[config.mk]
export PLATFORM = sky130hd
export DESIGN_NAME = exu_mdu_handler
export DESIGN_NICKNAME = d
export VERILOG_FILES = /design/src/rtl/exu_mdu_handler_pkg.sv /design/src/rtl/exu_mdu_divider.sv /design/src/rtl/exu_mdu_handler.sv
export SDC_FILE = /design/constraint.sdc
export NUM_CORES = 2
export LEC_CHECK = 0
export CORE_AREA = 5 5 291 293
export DETAILED_ROUTE_END_ITERATION = 10
export DIE_AREA = 0 0 296 298
export GPL_TIMING_DRIVEN = 0
export PLACE_DENSITY = 0.54
export SLEW_MARGIN = 20
export SYNTH_ARGS = -nofsm -noshare
export SYNTH_HDL_FRONTEND = slang
export SYNTH_SLANG_ARGS = --single-unit
export TNS_END_PERCENT = 50
[constraint.sdc]
create_clock -name clk -period 7 [get_ports clk]
set_clock_uncertainty 0.1 [all_clocks]
set_input_delay 1.4 -clock clk [delete_from_list [all_inputs] [get_ports clk]]
set_output_delay 1.4 -clock clk [all_outputs]
set_load 0.05 [all_outputs]
[src/rtl/exu_mdu_handler_pkg.sv]
// Shared RV32M decode constants for the execute-stage multiply/divide unit.
// Holds the funct3 encodings of the eight M-extension operations, the funct7
// value that selects them in decode, and small helpers that classify a funct3.
package exu_mdu_handler_pkg;

    localparam logic [2:0] MULDIV_FUNCT3_MUL    = 3'd0;
    localparam logic [2:0] MULDIV_FUNCT3_MULH   = 3'd1;
    localparam logic [2:0] MULDIV_FUNCT3_MULHSU = 3'd2;
    localparam logic [2:0] MULDIV_FUNCT3_MULHU  = 3'd3;
    localparam logic [2:0] MULDIV_FUNCT3_DIV    = 3'd4;
    localparam logic [2:0] MULDIV_FUNCT3_DIVU   = 3'd5;
    localparam logic [2:0] MULDIV_FUNCT3_REM    = 3'd6;
    localparam logic [2:0] MULDIV_FUNCT3_REMU   = 3'd7;

    localparam logic [6:0] FUNCT7_MULDIV = 7'b0000001;

    // Upper half of the funct3 space is the divide family.
    function automatic logic funct3_is_div(input logic [2:0] f3);
        return f3[2];
    endfunction

    // REM and REMU return the remainder instead of the quotient.
    function automatic logic funct3_is_rem(input logic [2:0] f3);
        return f3[2] & f3[1];
    endfunction

    // DIV and REM are the signed divide ops (even funct3 within the family).
    function automatic logic funct3_is_signed_div(input logic [2:0] f3);
        return f3[2] & ~f3[0];
    endfunction

endpackage

[src/rtl/exu_mdu_divider.sv]
// Radix-2 restoring unsigned divider, one quotient bit per cycle.
// Ports:
//   clk, rst            clock and synchronous active-high reset
//   abort               drops any division in progress
//   start               loads dividend/divisor and begins XLEN iterations
//   dividend, divisor   unsigned operands, sampled on start
//   busy                high while iterations remain
//   done                high during the cycle whose edge retires the last bit
//   quotient, remainder results, valid once busy has dropped; held until next start
module exu_mdu_divider #(
    parameter int XLEN = 32
) (
    input  logic            clk,
    input  logic            rst,
    input  logic            abort,
    input  logic            start,
    input  logic [XLEN-1:0] dividend,
    input  logic [XLEN-1:0] divisor,
    output logic            busy,
    output logic            done,
    output logic [XLEN-1:0] quotient,
    output logic [XLEN-1:0] remainder
);

    localparam int CNT_W = $clog2(XLEN) + 1;
    localparam logic [CNT_W-1:0] LAST_ITER = CNT_W'(XLEN - 1);

    logic [CNT_W-1:0] cnt_q;
    logic             busy_q;
    logic [XLEN-1:0]  quo_q;
    logic [XLEN-1:0]  rem_q;
    logic [XLEN-1:0]  dsr_q;
    logic [XLEN:0]    rem_shift;
    logic [XLEN:0]    diff;

    // The quotient register doubles as the dividend shift register: its MSB
    // feeds the partial remainder while the new quotient bit enters at the LSB.
    assign rem_shift = {rem_q, quo_q[XLEN-1]};
    assign diff      = rem_shift - {1'b0, dsr_q};

    assign busy      = busy_q;
    assign done      = busy_q && (cnt_q == LAST_ITER);
    assign quotient  = quo_q;
    assign remainder = rem_q;

    // Iteration register: a borrow out of the trial subtraction means the
    // divisor did not fit, so the shifted remainder is kept unchanged.
    always_ff @(posedge clk) begin
        if (rst || abort) begin
            cnt_q  <= '0;
            busy_q <= 1'b0;
            quo_q  <= '0;
            rem_q  <= '0;
            dsr_q  <= '0;
        end else if (start) begin
            cnt_q  <= '0;
            busy_q <= 1'b1;
            quo_q  <= dividend;
            rem_q  <= '0;
            dsr_q  <= divisor;
        end else if (busy_q) begin
            if (!diff[XLEN]) begin
                rem_q <= diff[XLEN-1:0];
                quo_q <= {quo_q[XLEN-2:0], 1'b1};
            end else begin
                rem_q <= rem_shift[XLEN-1:0];
                quo_q <= {quo_q[XLEN-2:0], 1'b0};
            end
            cnt_q <= cnt_q + CNT_W'(1);
            if (done) begin
                busy_q <= 1'b0;
            end
        end
    end

endmodule

[src/rtl/exu_mdu_handler.sv]
// Multi-cycle RV32M multiply/divide unit for the execute stage.
// Ports:
//   clk, rst                  clock and synchronous active-high reset (beats flush)
//   flush                     aborts the in-flight op and drops a pending response
//   req_vld / req_rdy         request handshake; req_rdy is high only when idle
//   req_funct3                RV32M operation select
//   req_src1, req_src2        rs1 / rs2 operand values
//   req_rd                    destination register
//   rsp_vld / rsp_rdy         response handshake toward GPR writeback
//   rsp_rd, rsp_data          destination register and result, stable while stalled
module exu_mdu_handler
    import exu_mdu_handler_pkg::*;
#(
    parameter int XLEN     = 32,
    parameter int MUL_STEP = 4,
    parameter int RD_AW    = 5
) (
    input  logic             clk,
    input  logic             rst,
    input  logic             flush,
    input  logic             req_vld,
    output logic             req_rdy,
    input  logic [2:0]       req_funct3,
    input  logic [XLEN-1:0]  req_src1,
    input  logic [XLEN-1:0]  req_src2,
    input  logic [RD_AW-1:0] req_rd,
    output logic             rsp_vld,
    input  logic             rsp_rdy,
    output logic [RD_AW-1:0] rsp_rd,
    output logic [XLEN-1:0]  rsp_data
);

    localparam int CNT_W = $clog2(XLEN) + 1;
    localparam logic [CNT_W-1:0] MUL_LAST = CNT_W'(XLEN / MUL_STEP - 1);
    localparam logic [XLEN-1:0]  MOST_NEG = {1'b1, {(XLEN-1){1'b0}}};

    typedef enum logic [1:0] {IDLE, CALC, DONE} state_t;

    state_t            state_q, state_d;
    logic [2:0]        op_q;
    logic [RD_AW-1:0]  rd_q;
    logic [CNT_W-1:0]  cnt_q;
    logic [2*XLEN-1:0] mcand_q, acc_q;
    logic [XLEN-1:0]   mplier_q;
    logic [XLEN-1:0]   res_q;
    logic              div_res_q, neg_quo_q, neg_rem_q;

    logic              accept, req_is_div, req_signed_div;
    logic              div_by_zero, div_ovf, special;
    logic [XLEN-1:0]   special_res, neg_src1, neg_src2;
    logic [XLEN-1:0]   div_dividend, div_divisor;
    logic              a_signed, b_signed;
    logic [2*XLEN-1:0] mcand_init, acc_init, partial, acc_next;
    logic              op_is_div, last_step;
    logic              div_start, div_busy, div_done;
    logic [XLEN-1:0]   div_quo, div_rem, quo_fix, rem_fix, div_data;

    // Request decode and the divide corner cases that bypass iteration.
    assign accept         = (state_q == IDLE) && req_vld && !flush;
    assign req_is_div     = funct3_is_div(req_funct3);
    assign req_signed_div = funct3_is_signed_div(req_funct3);
    assign div_by_zero    = req_is_div && (req_src2 == '0);
    assign div_ovf        = req_signed_div && (req_src1 == MOST_NEG) && (req_src2 == '1);
    assign special        = div_by_zero || div_ovf;

    assign neg_src1 = ~req_src1 + XLEN'(1);
    assign neg_src2 = ~req_src2 + XLEN'(1);

    always_comb begin
        special_res = '0;
        if (div_by_zero) begin
            special_res = funct3_is_rem(req_funct3) ? req_src1 : '1;
        end else if (div_ovf) begin
            special_res = funct3_is_rem(req_funct3) ? '0 : req_src1;
        end
    end

    // The divider only sees magnitudes; signs are reapplied on the way out.
    assign div_dividend = (req_signed_div && req_src1[XLEN-1]) ? neg_src1 : req_src1;
    assign div_divisor  = (req_signed_div && req_src2[XLEN-1]) ? neg_src2 : req_src2;

    // Multiplicand is sign-extended when src1 is signed. The multiplier is
    // consumed as unsigned bits; a negative signed src2 is accounted for by
    // pre-loading the accumulator with -src1 * 2^XLEN.
    assign a_signed   = (req_funct3 == MULDIV_FUNCT3_MULH) || (req_funct3 == MULDIV_FUNCT3_MULHSU);
    assign b_signed   = (req_funct3 == MULDIV_FUNCT3_MULH);
    assign mcand_init = {{XLEN{a_signed & req_src1[XLEN-1]}}, req_src1};
    assign acc_init   = (b_signed && req_src2[XLEN-1]) ? {neg_src1, {XLEN{1'b0}}} : '0;

    assign partial  = mcand_q * {{(2*XLEN-MUL_STEP){1'b0}}, mplier_q[MUL_STEP-1:0]};
    assign acc_next = acc_q + partial;

    assign op_is_div = funct3_is_div(op_q);
    assign last_step = op_is_div ? (div_busy && div_done) : (cnt_q == MUL_LAST);
    assign div_start = accept && req_is_div && !special;

    exu_mdu_divider #(
        .XLEN(XLEN)
    ) u_divider (
        .clk       (clk),
        .rst       (rst),
        .abort     (flush),
        .start     (div_start),
        .dividend  (div_dividend),
        .divisor   (div_divisor),
        .busy      (div_busy),
        .done      (div_done),
        .quotient  (div_quo),
        .remainder (div_rem)
    );

    // Divide results keep the raw unsigned quotient/remainder registered and
    // apply the sign while the response is presented.
    assign quo_fix  = neg_quo_q ? (~div_quo + XLEN'(1)) : div_quo;
    assign rem_fix  = neg_rem_q ? (~div_rem + XLEN'(1)) : div_rem;
    assign div_data = funct3_is_rem(op_q) ? rem_fix : quo_fix;

    assign req_rdy  = (state_q == IDLE);
    assign rsp_vld  = (state_q == DONE);
    assign rsp_rd   = rd_q;
    assign rsp_data = (state_q == DONE) ? (div_res_q ? div_data : res_q) : '0;

    // State register.
    always_ff @(posedge clk) begin
        if (rst) begin
            state_q <= IDLE;
        end else begin
            state_q <= state_d;
        end
    end

    // Next-state logic; flush overrides every transition.
    always_comb begin
        state_d = state_q;
        unique case (state_q)
            IDLE:    if (accept) state_d = special ? DONE : CALC;
            CALC:    if (last_step) state_d = DONE;
            DONE:    if (rsp_rdy) state_d = IDLE;
            default: state_d = IDLE;
        endcase
        if (flush) begin
            state_d = IDLE;
        end
    end

    // Operand latch, iteration counter and shift-add multiplier datapath.
    always_ff @(posedge clk) begin
        if (rst) begin
            op_q      <= '0;
            rd_q      <= '0;
            cnt_q     <= '0;
            mcand_q   <= '0;
            acc_q     <= '0;
            mplier_q  <= '0;
            res_q     <= '0;
            div_res_q <= 1'b0;
            neg_quo_q <= 1'b0;
            neg_rem_q <= 1'b0;
        end else begin
            cnt_q <= (state_q == CALC && state_d == CALC) ? cnt_q + CNT_W'(1) : '0;
            if (accept) begin
                op_q      <= req_funct3;
                rd_q      <= req_rd;
                mcand_q   <= mcand_init;
                acc_q     <= acc_init;
                mplier_q  <= req_src2;
                res_q     <= special_res;
                div_res_q <= req_is_div && !special;
                neg_quo_q <= req_signed_div && (req_src1[XLEN-1] ^ req_src2[XLEN-1]);
                neg_rem_q <= req_signed_div && req_src1[XLEN-1];
            end else if (state_q == CALC && !op_is_div) begin
                acc_q    <= acc_next;
                mcand_q  <= mcand_q << MUL_STEP;
                mplier_q <= mplier_q >> MUL_STEP;
                if (cnt_q == MUL_LAST) begin
                    res_q <= (op_q == MULDIV_FUNCT3_MUL) ? acc_next[XLEN-1:0]
                                                         : acc_next[2*XLEN-1:XLEN];
                end
            end
        end
    end

endmodule

==> impl_results.md <==
- Initial drt markers: 2863
- Startpoint types: register
- Placed Instances: 4826
- First-pass GRT wire length: 167 mm
- Setup CP Type: register to register
- CTS Buf Count: 42
- Sequential cell area: 0.00629 mm2
- PwrDens: 166 mW/mm2
- TNS Setup: 0 ns
- Count of different cell masters after synthesis: 82
- # fillers: 8677
- P_sw: 0.00179 W
- Final Util: 39.3%
- CTS root buffer: clkbuf_16
- Syn Inst Count: 3661
- IO buf count: 95
- Min cycle time layout: 6.84 ns
- Final hold violation count: 0
- Core area: 0.0816 mm2
- Die area: 0.0882 mm2
- Final ANT Viol Nets: 0
- Largest fanout on the critical path: 10
- Rel. slew slack: 18.4%
- Finished Layout Cells: 4907
- GRT Residual Overflow: 0
- Status: finished, final reports clean
- Post-Syn Area: 0.0283 mm2
- Flop2flop setup slack: 0.16 ns
- Worst setup margin: 0.160 ns
- Initial DRT Pass Iterations: 8
- VDD IR max: 0.163 mV
- Worst Path Required: 7.35 ns
- Layout Nets: 4164
- # H-tree levels: 2
- CP arrival: 7.19 ns
- Synth warn: 0
- P_int: 0.00353 W
- DR vias/cell: 5.48
- Hold-fix buffers, CTS: 0
- F_max: 146 MHz
- P_leak: 13.0 nW
- Sequential share of power: 36.3%
- Final setup violation count: 0
- Post-CTS Repair Setup Buffers: 0
- Multi-input combinational cell area: 0.0199 mm2
- Largest net degree at the start of global routing: 13
- Vias in the first global route: 25636
- Num rows: 105
- Die width: 296 um
- Synth area leader: dfxtp_1
- CTS tree: built
- Worst R2R End: res_q[26]
- Seq cells post-synth: 314
- Vias: 26905
- Skew-Pair Late Insertion Delay: 0.60 ns
- Clock sinks: 314
- WHS Path Cells: 1
- Crit. End Element: register
- Sw frac: 33.7%
- Ys async rst share: 0%
- Initial core utilization: 34.7%
- I/O pin count: 116
- Commonest cells post-synth: nor2_1 (414), inv_1 (331), dfxtp_1 (314)
- Area grow syn2layout: 13.2%
- Pre-CTS setup slack: -0.528 ns
- Remaining DRCs: 0
- Worst-margin pin slew: 1.22 ns
- Synth area leaders: dfxtp_1 (22%), fa_1 (13%), nor2_1 (5.5%)
- Hold Crit Start: cnt_q[0]
- Post-synth EDFFs: 0
- Die Y: 298 um
- Comb pwr share: 21.7%
- Hold Crit Class: register to register
- Post-route clock period utilization: 97.7%
- Max-slew violation count: 0
- Clock power frac: 42.0%
- WL/cell: 22.8 um
- Worst hold slack: 0.338 ns
- Post-Route WL: 112 mm
- Max Cap Viol: 0
- CTS Buffer Depth: 3
- Sequential area share after synthesis: 22.2%
- Worst r2r src: mplier_q[3]
- DP HPWL: 89.3 mm
- RSZ-0062 raised after global routing: yes
- Top cell type's share of synthesized area: 22.2%
- Most numerous cell in the Yosys netlist: nor2_1
- Clock transition at path regs: 0.06 ns
- Worst r2r path cells: 17
- Fraction of layout cells with a size suffix above 1: 3.50%
- Post-synthesis net count: 4027
- Worst Hold Endpoint: cnt_q[0]
- Avg Cell Area, Syn: 7.74 um2
- Routability-driven placement congestion ratio: 0.961
- Total global-route track usage: 24.6%
- Initial antenna violation count: 6
- Ys flop type: dfxtp_1
-- critical path, cell delays in order (launching register included) --
cell      delay [ns]
dfxtp_1         0.64
clkbuf_1        0.61
and2_1          0.26
fa_1            0.43
fa_1            0.54
inv_1           0.05
fa_1            0.49
inv_1           0.04
ha_1            0.37
a21oi_1         0.37
o21ai_0         0.26
nor2_1          0.29
nand3_1         0.31
a31o_2          0.39
a41oi_2         0.54
mux2i_1         0.26
a221oi_2        0.61
nor3_1          0.10
-- power groups by stage --
stage / clock, W / sequential [W] / combinational, W
global route: 0.00234 / 0.00194 / 0.00125
CTS: 0.00228 / 0.00193 / 0.00114
finish: 0.00224 / 0.00193 / 0.00116
floorplan: 0 / 0.00193 / 0.000722
global placement: 0 / 0.00196 / 0.00114
detailed placement: 0 / 0.00196 / 0.00113
-- area by class of cell --
cell class	instances	share of cell area, %
timing repair buffer	95	2.96
tap	1070	4.17
buffer	240	2.90
clock buffer	59	3.69
sequential	314	19.6
antenna	6	0.0468
multi-input combinational	2774	62.1
inverter	331	3.87
clock inverter	18	0.663
-- cells in the final DEF, fill, tap and decap left out, types with 18 or more instances in the layout --
| cell | instances |
|---|---|
| nand2b_1 | 32 |
| or3_1 | 18 |
| nor2_1 | 414 |
| mux2i_1 | 83 |
| clkbuf_16 | 42 |
| xor2_1 | 108 |
| inv_1 | 331 |
| o21bai_1 | 20 |
| buf_1 | 20 |
| and3_1 | 21 |
| ha_1 | 106 |
| o31ai_1 | 24 |
| a22oi_1 | 77 |
| fa_1 | 183 |
| a31oi_1 | 21 |
| a211oi_1 | 95 |
| xnor2_1 | 129 |
| and2_1 | 244 |
| a311oi_1 | 36 |
| o21ai_0 | 152 |
| dfxtp_1 | 313 |
| nor3_1 | 64 |
| a21oi_1 | 247 |
| o22ai_1 | 40 |
| o41ai_1 | 18 |
| nand3_1 | 38 |
| clkbuf_1 | 207 |
| a21o_1 | 57 |
| clkdlybuf4s50_1 | 95 |
| nand2_1 | 312 |
| nand4_1 | 31 |
-- how the worst max path moves through the flow --
| stage | end | from | depth (start not counted) |
|---|---|---|---|
| after detailed placement | res_q[12] | mplier_q[2] | 17 |
| after global routing | res_q[26] | mplier_q[3] | 17 |
| after floorplan | acc_q[54] | mplier_q[2] | 18 |
| after CTS | res_q[12] | mplier_q[2] | 16 |
| final | res_q[26] | mplier_q[3] | 17 |
| after global placement | res_q[12] | mplier_q[2] | 17 |
-- layer usage --
layer	up-vias	part of all wire, %	track usage, %
li1	12758	-	-
met1	13020	46	35.9
met2	943	43	37.1
met3	184	6.6	3.09
met4	0	4.4	9.23
met5	-	0	0
-- logic make-up (layout without fill, tap and decap cells) --
logic type	Yosys count	after routing	share of synthesized area, %
DFF	314	314	22.2
buffers and inverters	573	743	7.67
adders and majority gates	289	289	17.6
AOI/OAI and AO/OA	902	902	20.8
and+or+nand+nor	1262	1262	21.5
xor gates and xnor gates	237	237	7.32
other	0	6	0
muxes	84	84	2.97
-- through the flow --
step	instance area [um2]	total power (W)
finish	32100	0.00532
detailed placement	30600	0.00310
CTS	32000	0.00534
floorplan	28300	0.00266
global placement	30600	0.00310
global route	32100	0.00552
-- registers in the layout, indices dropped and copies added, names as in the netlist --
register,cells
mcand_q,64
u_divider.cnt_q,6
cnt_q,6
state_q,2
neg_rem_q,1
neg_quo_q,1
rsp_rd,5
acc_q,64
op_q,3
div_res_q,1
u_divider.remainder,32
mplier_q,32
u_divider.dsr_q,32
u_divider.busy,1
u_divider.quotient,32
res_q,32
-- repair_timing --
item,in CTS,in global routing
pin swaps,0,0
resized for setup,5,10
setup endpoints to repair,22,9
endpoints found under the hold margin,0,0
Power figures use the tool's default switching activity.
